`src/rtl/sched_pkg.sv`:
```
// Shared scheduler types: task index, period and the release request
// bundle handed from the release generator to the scheduler core.
package sched_pkg;

    localparam int NUM_TASKS = 4;
    localparam int PERIOD_W  = 16;
    localparam int ID_W      = $clog2(NUM_TASKS);

    typedef logic [ID_W-1:0]     task_id_t;
    typedef logic [PERIOD_W-1:0] period_t;

    typedef struct packed {
        logic     valid;
        task_id_t id;
    } rel_req_t;

endpackage

```
`src/rtl/task_timer.sv`:
```
// Per-task period timer: holds the period register and counter, and
// strobes evt for one cycle each time the period elapses.
module task_timer #(
    parameter int PERIOD_W = sched_pkg::PERIOD_W
) (
    input  logic                clk,
    input  logic                rst,
    input  logic                en,
    input  logic                cfg_we,
    input  logic [PERIOD_W-1:0] cfg_period,
    output logic                evt
);

    logic [PERIOD_W-1:0] cnt_q, cnt_d;
    logic [PERIOD_W-1:0] period_q, period_d;

    always_comb begin
        cnt_d    = cnt_q;
        period_d = period_q;
        evt      = 1'b0;
        // a write restarts the timer and swallows this cycle's event
        if (cfg_we) begin
            period_d = cfg_period;
            cnt_d    = '0;
        end else if (en && (period_q != '0)) begin
            if (cnt_q == period_q - 1'b1) begin
                cnt_d = '0;
                evt   = 1'b1;
            end else begin
                cnt_d = cnt_q + 1'b1;
            end
        end
    end

    always_ff @(posedge clk or negedge rst) begin
        if (!rst) begin
            cnt_q    <= '0;
            period_q <= '0;
        end else begin
            cnt_q    <= cnt_d;
            period_q <= period_d;
        end
    end

endmodule

```
`src/rtl/task_release_gen.sv`:
```
// Periodic job-release generator: one timer per task, pending bits,
// a single-entry output slot with fixed priority and overrun flags.
module task_release_gen #(
    parameter int NUM_TASKS = sched_pkg::NUM_TASKS,
    parameter int PERIOD_W  = sched_pkg::PERIOD_W,
    parameter int ID_W      = $clog2(NUM_TASKS)
) (
    input  logic                 clk,
    input  logic                 rst,
    input  logic                 en,
    input  logic                 cfg_we,
    input  logic [ID_W-1:0]      cfg_id,
    input  logic [PERIOD_W-1:0]  cfg_period,
    output logic                 rel_valid,
    output logic [ID_W-1:0]      rel_id,
    input  logic                 rel_ready,
    output logic [NUM_TASKS-1:0] overrun,
    input  logic                 overrun_clr
);

    logic [NUM_TASKS-1:0] evt;
    logic [NUM_TASKS-1:0] pending_q, pending_d;
    logic [NUM_TASKS-1:0] ovr_q, ovr_d;
    logic                 slot_valid_q, slot_valid_d;
    logic [ID_W-1:0]      slot_id_q, slot_id_d;
    logic [ID_W-1:0]      sel_id;
    logic                 any_pend;
    logic                 slot_free;
    logic                 load;

    for (genvar gi = 0; gi < NUM_TASKS; gi++) begin : g_timer
        task_timer #(
            .PERIOD_W (PERIOD_W)
        ) u_timer (
            .clk        (clk),
            .rst        (rst),
            .en         (en),
            .cfg_we     (cfg_we && (cfg_id == ID_W'(gi))),
            .cfg_period (cfg_period),
            .evt        (evt[gi])
        );
    end

    // lowest pending index wins (rate-monotonic order)
    always_comb begin
        sel_id   = '0;
        any_pend = 1'b0;
        for (int i = NUM_TASKS - 1; i >= 0; i--) begin
            if (pending_q[i]) begin
                sel_id   = ID_W'(i);
                any_pend = 1'b1;
            end
        end
    end

    always_comb begin
        slot_free    = !slot_valid_q || rel_ready;
        load         = slot_free && any_pend;
        slot_valid_d = slot_valid_q;
        slot_id_d    = slot_id_q;
        if (slot_free) begin
            slot_valid_d = any_pend;
            if (any_pend) begin
                slot_id_d = sel_id;
            end
        end
    end

    always_comb begin
        pending_d = pending_q;
        ovr_d     = overrun_clr ? '0 : ovr_q;
        for (int i = 0; i < NUM_TASKS; i++) begin
            if (load && (sel_id == ID_W'(i))) begin
                pending_d[i] = 1'b0;
            end
            // a refill while the old release moves to the slot is no overrun
            if (evt[i]) begin
                pending_d[i] = 1'b1;
                if (pending_q[i] && !(load && (sel_id == ID_W'(i)))) begin
                    ovr_d[i] = 1'b1;
                end
            end
            if (cfg_we && (cfg_id == ID_W'(i))) begin
                pending_d[i] = 1'b0;
            end
        end
    end

    always_ff @(posedge clk or negedge rst) begin
        if (!rst) begin
            pending_q    <= '0;
            ovr_q        <= '0;
            slot_valid_q <= 1'b0;
            slot_id_q    <= '0;
        end else begin
            pending_q    <= pending_d;
            ovr_q        <= ovr_d;
            slot_valid_q <= slot_valid_d;
            slot_id_q    <= slot_id_d;
        end
    end

    assign rel_valid = slot_valid_q;
    assign rel_id    = slot_id_q;
    assign overrun   = ovr_q;

endmodule

```
`config.mk`:
```
export PLATFORM = sky130hd
export DESIGN_NAME = task_release_gen
export DESIGN_NICKNAME = d
export VERILOG_FILES = /design/src/rtl/sched_pkg.sv /design/src/rtl/task_timer.sv /design/src/rtl/task_release_gen.sv
export SDC_FILE = /design/constraint.sdc
export NUM_CORES = 1
export LEC_CHECK = 0
export ABC_CLOCK_PERIOD_IN_PS = 3400
export CAP_MARGIN = 20
export CORE_UTILIZATION = 25
export CTS_BUF_LIST = sky130_fd_sc_hd__clkbuf_4
export DETAILED_ROUTE_END_ITERATION = 6
export PLACE_DENSITY_LB_ADDON = 0.1
export SLEW_MARGIN = 20
export SYNTH_ARGS = -nofsm -noshare
export SYNTH_HDL_FRONTEND = slang
export SYNTH_SLANG_ARGS = --single-unit
export TNS_END_PERCENT = 30
```
`constraint.sdc`:
```
create_clock -name clk -period 3.4 [get_ports clk]
set_clock_uncertainty 0.1 [all_clocks]
set_input_delay 0.34 -clock clk [delete_from_list [all_inputs] [get_ports clk]]
set_output_delay 0.34 -clock clk [all_outputs]
set_load 0.02 [all_outputs]
```
; Yosys cells after proc, flatten, opt, wreduce, memory -nomap -nowiden
; Index checks and enable logic that the tools add are counted.
[totals]
regBits = 139
inputBits = 24
output_inout_bits = 7
elab_cells = 124
[op_classes]
n_addsub = 8
eq_ne = 10
mux = 53
n_reduce_logical = 38
[ops]
columns = cell, count
row1 = $mux W16, 12
row2 = $add A16 B1 Y16 const B, 4
row3 = $eq A16 B16 Y1, 4
row4 = $reduce_bool A16 Y1, 4
row5 = $sub A16 B1 Y16 const B, 4
row6 = $mux W1, 36
row7 = $logic_and A1 B1 Y1, 17
row8 = $reduce_bool A3 Y1, 4
row9 = $eq A2 B2 Y1 const B, 4
row10 = $mux W2, 4
row11 = $reduce_bool A2 Y1, 4
row12 = $logic_not A1 Y1, 5
row13 = $eq A2 B1 Y1 const B, 2
row14 = $logic_not A2 Y1, 2
row15 = $mux W4, 1
row16 = $reduce_and A2 Y1, 1
row17 = $logic_or A1 B1 Y1, 1

; Longest topological paths before layout
; Gate-level depths: netlist (run 1).
[depth]
word_depth = 10
ltp_mapped = 11

; Modules after synthesis
; Synthesis (run 1) repeated with hierarchy kept, for this count alone.
[unflattened]
cells_unflattened = 895
hier_area_um2 = 9033.7
[by_module_without_submodules]
columns = module, instances, cells_each, area_per_inst_um2, seq_area_each_um2
row1 = task_timer (g_timer[0].u_timer ...), 3, 215, 2184.6, 800.8
row2 = task_timer (g_timer[3].u_timer), 1, 200, 1964.4, 800.8
row3 = task_release_gen, 1, 50, 515.5, 275.3

; Worst setup path after synthesis (run 1)
; OpenSTA, ideal clock, no wires.
[synth_path]
path_type = register -> register
from = register g_timer[3].u_timer.period_q[2]
to = register g_timer[3].u_timer.cnt_q[11]
t_arrival_ns = 2.553
path_slack_ns = 0.620
stages_incl_launch_ff = 10
path_buffers = 2
period_less_slack_ns = 2.780
path_cell_list = dfrtp_1 > buf_2 > or4_4 > nor4b_4 > mux2_2 > a31oi_1 > o2111a_2 > nor2_1 > buf_4 > a221o_1
[synth_via]
elab_chain_cells = 5
elab_cells_between_ends = 8
[synth_lines]
columns = item, line
row1 = "start, declared", task_timer.sv:15  ; logic [PERIOD_W-1:0] period_q, period_d;
row2 = "start signal, assigned", task_timer.sv:41  ; period_q <= period_d;
row3 = $sub A16 B1 Y16, task_timer.sv:26  ; if (cnt_q == period_q - 1'b1) begin
row4 = $eq A16 B16 Y1, task_timer.sv:26
row5 = $mux W16, task_timer.sv:26
row6 = $mux W16, task_timer.sv:25  ; end else if (en && (period_q != '0)) begin
row7 = $mux W16, task_timer.sv:22  ; if (cfg_we) begin
row8 = "end signal, assigned", task_timer.sv:40  ; cnt_q <= cnt_d;
row9 = "end, declared", task_timer.sv:14  ; logic [PERIOD_W-1:0] cnt_q, cnt_d;
; Several ways; a longest one is shown, not always the timed one. The select of a mux whose other input is x is not followed.
; A chain may end at the register's enable or synchronous reset.

; Worst setup path in the final report (run 1)
[layout_path]
from = register g_timer[3].u_timer.period_q[4]
to = register g_timer[3].u_timer.cnt_q[11]
; Same word-level chain as after synthesis.

==> summary.txt, run 1 <==
Route
  • Met3 WL: 549 um
  • DRC Markers: 0
  • Via count: 6901
  • Post-Route WL: 24900 um
  • Initial DRC count: 406
  • Avg WL per Cell: 17.1 um
  • First-pass DRT Iterations: 5
  • Routed vias/inst: 4.74
  • DR top layer: met4
  • Remaining antenna violation count: 0
  • Met2 routed wirelength: 11600 um
  • WL met1: 12300 um

Run status
  • Outcome: completed

Floorplan
  • Die ar.: 34700 um2
  • Core Footprint: 33400 um2
  • DIE WIDTH: 186 um
  • Rows: 67
  • Num ports: 31
  • Initial Util: 0.254
  • Die height: 186 um

Synth
  • Primary FF master, synth: dfrtp_1
  • Syn Nets: 993
  • Netlist cell types: 74
  • Synthesis Warnings: 0
  • Post-synth top area cell: dfrtp_1
  • Sequential area share after synthesis: 0.410
  • Post-Syn Area: 8490 um2
  • Top cells by area, synth: dfrtp_1, nand2_1, xnor2_1, xor2_1, nor2_1
  • Post-synth top cells: nand2_1, dfrtp_1, xnor2_1
  • Post-synth EDFFs: 0
  • Post-Syn Area per Cell: 8.84 um2
  • Ys async rst share: 1.00
  • Synthesis-stage register bit count: 139
  • Yosys top cell area share: 0.410
  • Post-Syn Instances: 961
  • Count leader, synth: nand2_1

Global route
  • Overflow after GRT: 0
  • Vias in the first global route: 6939
  • Initial antenna violation count: 1
  • First-pass GRT wire length: 40600 um
  • Largest net degree at the start of global routing: 76
  • GRT Total Usage: 0.150

CTS
  • CTS tree: done
  • Post-CTS setup buffer count: 0
  • Clock root buffer: clkbuf_4
  • Max Root-Sink Buffers: 2
  • CTS sink cnt: 139
  • Htree depth: 4
  • Cts repair resizes: 0
  • Worst-path clk slew: 0.15 ns
  • Clock latency on the worst-skew pair: 0.58 ns
  • Cts hold-fix bufs: 1
  • Clock buffer count from CTS: 17

Flow run
  • Max Cap Viol: 0

Timing
  • Minimum clock period: 3.13 ns
  • Slew @ Worst Pin: 1.07 ns
  • RSZ-0062 raised after global routing: false
  • Setup ws final: 0.266 ns
  • Max_slew headroom: 0.281
  • Final period util: 0.922
  • Slew Limit Fails: 0
  • Setup-failing EPs final: 0
  • Final TNS setup: 0 ns
  • Highest clock rate: 0.319 GHz
  • Final hold vios: 0

Power and ir drop
  • Sequential share of power: 0.492
  • Switching share of power: 0.368
  • VDD IR-drop max: 189 uV
  • Leakage: 0.00411 uW
  • Sw power: 1640 uW
  • Logic pwr share: 0.247
  • Clock network power share: 0.261
  • Internal power: 2820 uW
  • Pwr/cell area: 461 nW/um2

Setup path
  • FF-to-FF End: g_timer[3].u_timer.cnt_q[11]$_DFFE_PN0P_
  • Worst setup EP type: flop
  • Max Fanout on Critical Path: 11
  • Flop2flop setup slack: 0.27 ns
  • CP startpoint: g_timer[3].u_timer.period_q[4]$_DFFE_PN0P_
  • Path depth of the worst reg2reg path: 8
  • Critical Path AT: 3.51 ns
  • Crit path to: g_timer[3].u_timer.cnt_q[11]$_DFFE_PN0P_
  • Data required, critical path: 3.77 ns
  • Crit Path Class: reg -> reg
  • Reg-to-Reg Start: g_timer[3].u_timer.period_q[4]$_DFFE_PN0P_
  • Worst setup SP type: flop

Placed design
  • Dpl hpwl: 18000 um
  • Placer Congestion: 0.753
  • Worst slack, placed: 0.270 ns
  • Port bufs: 30

Finish
  • Layout cell share with drive strength beyond 1: 0.102
  • Fin nets: 1027
  • FILL cells: 3578
  • Final Util: 0.289
  • Area growth from synthesis to layout: 14.0%

Hold path
  • Worst hold path type: in -> async
[per-stage QoR]
| step | hold WS [ns] | total power [uW] | cells | instance area [um2] |
|---|---|---|---|---|
| after detailed placement | 0.338 | 3340 | 1423 | 9390 |
| after global placement | 0.332 | 3350 | 1423 | 9390 |
| final | 0.244 | 4460 | 1457 | 9680 |
| after floorplan | -0.0556 | 2950 | 961 | 8490 |
| after CTS | 0.230 | 4540 | 1456 | 9680 |
| after global routing | 0.264 | 4770 | 1457 | 9680 |
[cell type report]
class / instances / area, um2 / area share
repair buffers: 54 / 497 / 0.0513
flip-flops and latches: 139 / 3480 / 0.359
diodes: 1 / 2.50 / 0.000259
inverters: 22 / 82.6 / 0.00853
multi-input cells: 761 / 4780 / 0.494
clock inverters: 14 / 146 / 0.0151
clock buffers: 18 / 135 / 0.0140
well taps: 448 / 561 / 0.0579
[worst max-delay path: stages (launching register included)]
cell and delay (ns):
dfrtp_1 0.47, or4_4 0.61, nor4b_4 0.37, mux2_2 0.37
a31oi_1 0.16, o2111a_2 0.31, nor2_1 0.19, and3_1 0.23
a221o_1 0.25
[how the worst min path moves through the flow]
stage          from                                       to  cells after the start
6_report        rst  g_timer[3].u_timer.cnt_q[0]$_DFFE_PN0P_                      2
5_1_grt         rst  g_timer[3].u_timer.cnt_q[0]$_DFFE_PN0P_                      2
4_1_cts         rst  g_timer[3].u_timer.cnt_q[0]$_DFFE_PN0P_                      2
3_5_place_dp    rst  g_timer[3].u_timer.cnt_q[1]$_DFFE_PN0P_                      1
3_3_place_gp    rst  g_timer[3].u_timer.cnt_q[3]$_DFFE_PN0P_                      1
2_1_floorplan   rst  g_timer[0].u_timer.cnt_q[0]$_DFFE_PN0P_                      0
[sequential cells by signal, summed over array words and instances (netlist names)]
signal,count
g_timer.u_timer.period_q,64
pending_q,4
rel_id,2
g_timer.u_timer.cnt_q,64
overrun,4
rel_valid,1
[power by group through the flow]
stage          logic (uW)  registers [uW]  clock network (uW)
2_1_floorplan         854            2100                   0
3_3_place_gp         1110            2230                   0
3_5_place_dp         1110            2230                   0
4_1_cts              1120            2200                1220
5_1_grt              1250            2250                1280
6_report             1100            2190                1160
[per-layer routing]
metal	vias up	GRT usage
li1	3442	-
met1	3339	0.206
met3	18	0.0222
met4	0	0.0410
met5	-	0
met2	102	0.245
[cell usage in the layout, fill, tap and decap left out, drive strengths merged, types with 20 or more instances in the layout]
cell type      instances
nand2                191
dfrtp                139
xnor2                 70
nor2                  70
nand3                 48
nor3                  42
xor2                  36
o21ai                 36
and3                  33
clkdlybuf4s50         29
inv                   24
buf                   24
mux2                  20
[kinds of logic (layout without fill, tap and decap cells)]
family	after synthesis	after routing	share of synthesized area
compound gates	124	124	0.103
buf+inv	61	108	0.0284
flops	139	139	0.410
simple gates	496	496	0.304
xor+xnor	106	106	0.109
fa+ha+maj	8	8	0.0118
other cells	0	1	0
mux	27	27	0.0348
Note: power is estimated with default switching activity, not from simulation.
==> run 2: changes to the inputs <==
CORE_MARGIN = 8   (was not set)
==> summary.txt, run 2 (synthesis results as in run 1) <==
Timing
  • Max_slew headroom: 0.547 (+0.266)
  • RSZ-0062 raised after global routing: false
  • Slew Limit Fails: 0 (unchanged)
  • Setup-failing EPs final: 0 (unchanged)
  • Final hold vios: 0 (unchanged)
  • Final TNS setup: 0 ns (unchanged)
  • Highest clock rate: 0.322 GHz (+0.93%)
  • Minimum clock period: 3.10 ns (-0.0287 ns)
  • Final period util: 0.913 (-0.00845)
  • Slew @ Worst Pin: 0.677 ns (-0.397 ns)

Finish
  • Area of the multi-input gates: 4780 um2 (unchanged)
  • FILL cells: 3629 (+1.4%)
  • Area growth from synthesis to layout: 14.4%
  • Layout cell share with drive strength beyond 1: 0.0981 (-0.00407)
  • Largest registers: g_timer.u_timer.cnt_q x64, g_timer.u_timer.period_q x64
  • FF/Latch Area: 3480 um2 (unchanged)
  • Most frequent cells in the layout: nand2_1, dfrtp_1, xnor2_1, nor2_1, nand3_1
  • Fin nets: 1028 (+0.097%)
  • Commonest non-fill, non-tap cell in the layout: nand2_1

CTS
  • Clock root buffer: clkbuf_4
  • Clock latency on the worst-skew pair: 0.56 ns (-0.02 ns)
  • Worst-path clk slew: 0.14 ns (about the same)
  • Htree depth: 4 (unchanged)
  • Cts hold-fix bufs: 1 (unchanged)
  • Cts repair resizes: 0 (unchanged)
  • Max Root-Sink Buffers: 2 (unchanged)
  • Clock buffer count from CTS: 17 (unchanged)
  • Post-CTS setup buffer count: 0 (unchanged)
  • CTS tree: done
  • CTS sink cnt: 139 (unchanged)

Setup path
  • Max Fanout on Critical Path: 11 (unchanged)
  • Crit Path Class: reg -> reg
  • Data required, critical path: 3.77 ns (about the same)
  • Worst setup EP type: flop
  • Critical Path AT: 3.47 ns (-0.04 ns)
  • Reg-to-Reg Start: g_timer[3].u_timer.period_q[4]$_DFFE_PN0P_
  • CP startpoint: g_timer[3].u_timer.period_q[4]$_DFFE_PN0P_
  • Worst setup SP type: flop

Route
  • Routed vias/inst: 4.73 (-0.11%)
  • Post-Route WL: 25300 um (+1.9%)
  • Via count: 6898 (-0.043%)
  • Initial DRC count: 321 (-21%)
  • DRC Markers: 0 (unchanged)
  • First-pass DRT Iterations: 5 (unchanged)
  • Avg WL per Cell: 17.4 um (+1.8%)
  • Remaining antenna violation count: 0 (unchanged)

Global route
  • First-pass GRT wire length: 40600 um (about the same)
  • Vias in the first global route: 7013 (+1.1%)
  • GRT Total Usage: 0.128 (-0.0226)
  • Initial antenna violation count: 1 (unchanged)
  • Largest net degree at the start of global routing: 58 (-24%)
  • Overflow after GRT: 0 (unchanged)

Power and ir drop
  • Total power: 4540 uW (+1.9%)
  • Leakage: 0.00413 uW (+0.68%)
  • VDD IR-drop max: 144 uV (-24%)
  • Pwr/cell area: 468 nW/um2 (+1.5%)

Placed design
  • Placer Congestion: 0.761 (+1.1%)
  • Dpl hpwl: 18500 um (+3.0%)
  • Port bufs: 30 (unchanged)

Floorplan
  • Initial Util: 0.253 (-0.000635)
  • DIE WIDTH: 200 um (+7.5%)
  • Die height: 200 um (+7.5%)
  • Rows: 67 (unchanged)
  • Die ar.: 40100 um2 (+16%)
  • Core Footprint: 33500 um2 (+0.25%)
  • Num ports: 31 (unchanged)

Run status
  • Outcome: completed

Flow run
  • Max Cap Viol: 0 (unchanged)

Hold path
  • Worst hold path type: in -> async
[run 2: cell count changes in the layout (fill, tap and decap cells not counted)]
cell and delta:
bufinv_16 +2, clkinvlp_4 -4, clkinv_2 -2, buf_4 +1
clkinv_1 +5, inv_6 -1
[run 2: worst paths after layout]
path	end	slack (ns)	depth (start not counted)
max in group asynchronous	g_timer[1].u_timer.cnt_q[9]$_DFFE_PN0P_	2.22	3
setup reg to reg	g_timer[3].u_timer.cnt_q[11]$_DFFE_PN0P_	0.30	8
min in group clk	g_timer[0].u_timer.period_q[10]$_DFFE_PN0P_	0.39	3
hold reg to reg	g_timer[2].u_timer.period_q[15]$_DFFE_PN0P_	0.45	2
setup / recovery	g_timer[3].u_timer.cnt_q[11]$_DFFE_PN0P_	0.30	8
hold / removal	g_timer[0].u_timer.period_q[11]$_DFFE_PN0P_	0.22	2
[run 2: per-layer routing]
metal | vias up | wire [um] | track usage
li1 | 3441 | - | -
met1 | 3358 | 12400 | 0.168
met2 | 85 | 12200 | 0.215
met3 | 14 | 500 | 0.0200
met4 | 0 | 268 | 0.0342
met5 | - | 0 | 0
[run 2: stage by stage]
| step | setup WS [ns] | util | cells | area (um2) | hold WS [ns] |
|---|---|---|---|---|---|
| floorplan | 0.620 | - | 961 | 8490 | -0.0556 |
| global placement | 0.341 | 0.280 | 1424 | 9390 | 0.267 |
| detailed placement | 0.311 | 0.280 | 1424 | 9390 | 0.256 |
| CTS | 0.297 | 0.290 | 1457 | 9710 | 0.160 |
| global route | 0.149 | 0.290 | 1458 | 9720 | 0.180 |
| finish | 0.295 | 0.290 | 1458 | 9720 | 0.219 |
[run 2: layout make-up]
type	instances	share of cell area
multi-input cells	761	0.492
diodes	1	0.000258
flip-flops and latches	139	0.358
clock buffers	18	0.0139
well taps	448	0.0577
inverters	22	0.00850
repair buffers	55	0.0519
clock inverters	14	0.0182
[run 2: critical path, stage by stage, from the launching register on]
cell and delay [ns]:
dfrtp_1 0.48, or4_4 0.61, nor4b_4 0.35, mux2_2 0.37, a31oi_1 0.13, o2111a_2 0.31, nor2_1 0.19, and3_1 0.23
a221o_1 0.25
[run 2: report_power, final]
group	internal (uW)	leakage (uW)	total, uW	switching (uW)
sequential	1850	0.00181	2210	357
clock	581	0.000160	1240	663
combinational	522	0.00217	1090	572
total	2950	0.00413	4540	1590
==> run 3: changes to the inputs <==
GPL_TIMING_DRIVEN = 0   (was not set)
PLACE_DENSITY_LB_ADDON = not set   (was 0.1)
==> summary.txt, run 3 (synthesis results as in run 1) <==
Timing
  • Final period util: 0.928 (+0.0147)
  • Setup-failing EPs final: 0 (unchanged)
  • Final hold vios: 0 (unchanged)
  • Minimum clock period: 3.15 ns (+0.0500 ns)
  • Setup ws final: 0.245 ns (-0.0500 ns)
  • Final TNS setup: 0 ns (unchanged)
  • Highest clock rate: 0.317 GHz (-1.6%)
  • Hold Slack: 0.202 ns (-0.0172 ns)
  • Max_slew headroom: 0.511 (-0.0360)
  • Slew Limit Fails: 0 (unchanged)
  • Slew @ Worst Pin: 0.726 ns (+0.0486 ns)
  • RSZ-0062 raised after global routing: false

Power and ir drop
  • Leakage: 0.00410 uW (-0.74%)
  • VDD IR-drop max: 242 uV (+68%)
  • Pwr/cell area: 463 nW/um2 (-1.0%)

CTS
  • Cts repair resizes: 0 (unchanged)
  • Clock latency on the worst-skew pair: 0.55 ns (about the same)
  • Clock root buffer: clkbuf_4
  • CTS sink cnt: 139 (unchanged)
  • Clock buffer count from CTS: 17 (unchanged)
  • Worst-path clk slew: 0.13 ns (about the same)
  • CTS tree: done
  • Htree depth: 4 (unchanged)
  • Max Root-Sink Buffers: 2 (unchanged)
  • Post-CTS setup buffer count: 0 (unchanged)

Route
  • Remaining antenna violation count: 0 (unchanged)
  • Avg WL per Cell: 14.6 um (-16%)
  • Routed vias/inst: 4.81 (+1.7%)
  • DRC Markers: 0 (unchanged)
  • Via count: 7094 (+2.8%)
  • Initial DRC count: 444 (+38%)
  • First-pass DRT Iterations: 6 (+1)
  • Post-Route WL: 21600 um (-15%)

Finish
  • Most frequent cells in the layout: nand2_1, dfrtp_1, xnor2_1, nor2_1, nand3_1
  • Area growth from synthesis to layout: 14.5% (about the same)
  • FILL cells: 3648 (+0.52%)
  • Layout cell share with drive strength beyond 1: 0.0839 (-0.0142)
  • Post-route insts no fill: 1475 (+1.2%)
  • Largest registers: g_timer.u_timer.cnt_q x64, g_timer.u_timer.period_q x64
  • Design Area, Final: 9720 um2 (about the same)
  • Commonest non-fill, non-tap cell in the layout: nand2_1
  • Fin nets: 1044 (+1.6%)

Floorplan
  • Rows: 67 (unchanged)
  • Core Footprint: 33500 um2 (unchanged)
  • Initial Util: 0.253 (unchanged)
  • DIE WIDTH: 200 um (unchanged)
  • Die height: 200 um (unchanged)
  • Die ar.: 40100 um2 (unchanged)
  • Num ports: 31 (unchanged)

Setup path
  • Max Fanout on Critical Path: 10 (-1)
  • Critical Path AT: 3.51 ns (+0.04 ns)
  • Worst setup EP type: flop
  • Crit Path Class: reg -> reg
  • Data required, critical path: 3.76 ns (about the same)
  • Worst setup SP type: flop

Placed design
  • Placed cell area: 9390 um2 (about the same)
  • Port bufs: 30 (unchanged)
  • Dpl hpwl: 15900 um (-14%)
  • Worst slack, placed: 0.212 ns (-0.0989 ns)
  • Cells after DPL: 1440 (+1.1%)
  • Placer Congestion: 0.817 (+7.3%)

Global route
  • Initial antenna violation count: 1 (unchanged)
  • Overflow after GRT: 0 (unchanged)
  • Vias in the first global route: 6741 (-3.9%)
  • GRT Total Usage: 0.108 (-0.0201)
  • Largest net degree at the start of global routing: 88 (+52%)
  • First-pass GRT wire length: 35500 um (-13%)

Flow run
  • Max Cap Viol: 0 (unchanged)

Run status
  • Outcome: completed

Hold path
  • Worst hold path type: in -> async
==> run 3: cell types whose count changed in the layout (fill, tap and decap cells not counted), moves of 2 or more <==
cell and change:
buf_2 +7, clkbuf_1 +31, clkinv_1 -3, inv_6 +2, buf_4 -22
==> run 3: per-layer routing <==
layer	share of wire	up-vias	GRT usage
li1	-	3488	-
met1	0.49	3436	0.146
met4	0.017	0	0.0350
met5	0	-	0
met3	0.037	30	0.0184
met2	0.46	140	0.172
==> run 3: report_power, final <==
| part | leakage, uW | internal, uW | switching, uW |
|---|---|---|---|
| Sequential | 0.00181 | 1850 | 289 |
| Clock | 0.000168 | 584 | 645 |
| Combinational | 0.00213 | 519 | 614 |
| Total | 0.00410 | 2950 | 1550 |
==> run 3: timing repair <==
item,in CTS,in global routing
endpoints found under the hold margin,52,0
hold buffers,1,0
setup endpoints to repair,0,0
==> run 3: metrics by stage <==
step,power (uW),utilization
final,4500,0.290
after global routing,4790,0.290
after CTS,4550,0.290
after detailed placement,3300,0.280
after global placement,3260,0.279
after floorplan,2950,-
==> run 3: critical path: stages (launching register included) <==
cell	delay, ns
dfrtp_1	0.44
inv_1	0.09
ha_1	0.32
nor3b_1	0.22
nand4_1	0.13
xnor2_1	0.22
o2111ai_1	0.14
or4_1	0.48
nor4_4	0.41
nand2_1	0.12
buf_2	0.21
and3_1	0.19
==> run 3: final timing paths <==
path | depth (start not counted) | end | start | slack, ns
max reg2reg | 11 | g_timer[2].u_timer.cnt_q[10]$_DFFE_PN0P_ | g_timer[2].u_timer.period_q[0]$_DFFE_PN0P_ | 0.25
max | 11 | g_timer[2].u_timer.cnt_q[10]$_DFFE_PN0P_ | g_timer[2].u_timer.period_q[0]$_DFFE_PN0P_ | 0.25
min reg2reg | 2 | overrun[0]$_DFF_PN0_ | overrun[0]$_DFF_PN0_ | 0.41
min in group clk | 3 | g_timer[1].u_timer.period_q[4]$_DFFE_PN0P_ | cfg_period[4] | 0.39
min | 2 | g_timer[0].u_timer.cnt_q[11]$_DFFE_PN0P_ | rst | 0.20
max in group asynchronous | 3 | rel_valid$_DFFE_PN0N_ | rst | 2.21
==> run 3: cell type report <==
| class | instances | area [um2] | share of cell area |
|---|---|---|---|
| diodes | 2 | 5.00 | 0.000515 |
| plain buffers | 39 | 159 | 0.0163 |
| clock buffers | 17 | 128 | 0.0131 |
| clock inverters | 15 | 196 | 0.0202 |
| inverters | 22 | 82.6 | 0.00849 |
| multi-input cells | 761 | 4770 | 0.491 |
| flip-flops and latches | 139 | 3480 | 0.358 |
| well taps | 448 | 561 | 0.0576 |
| repair buffers | 32 | 343 | 0.0353 |
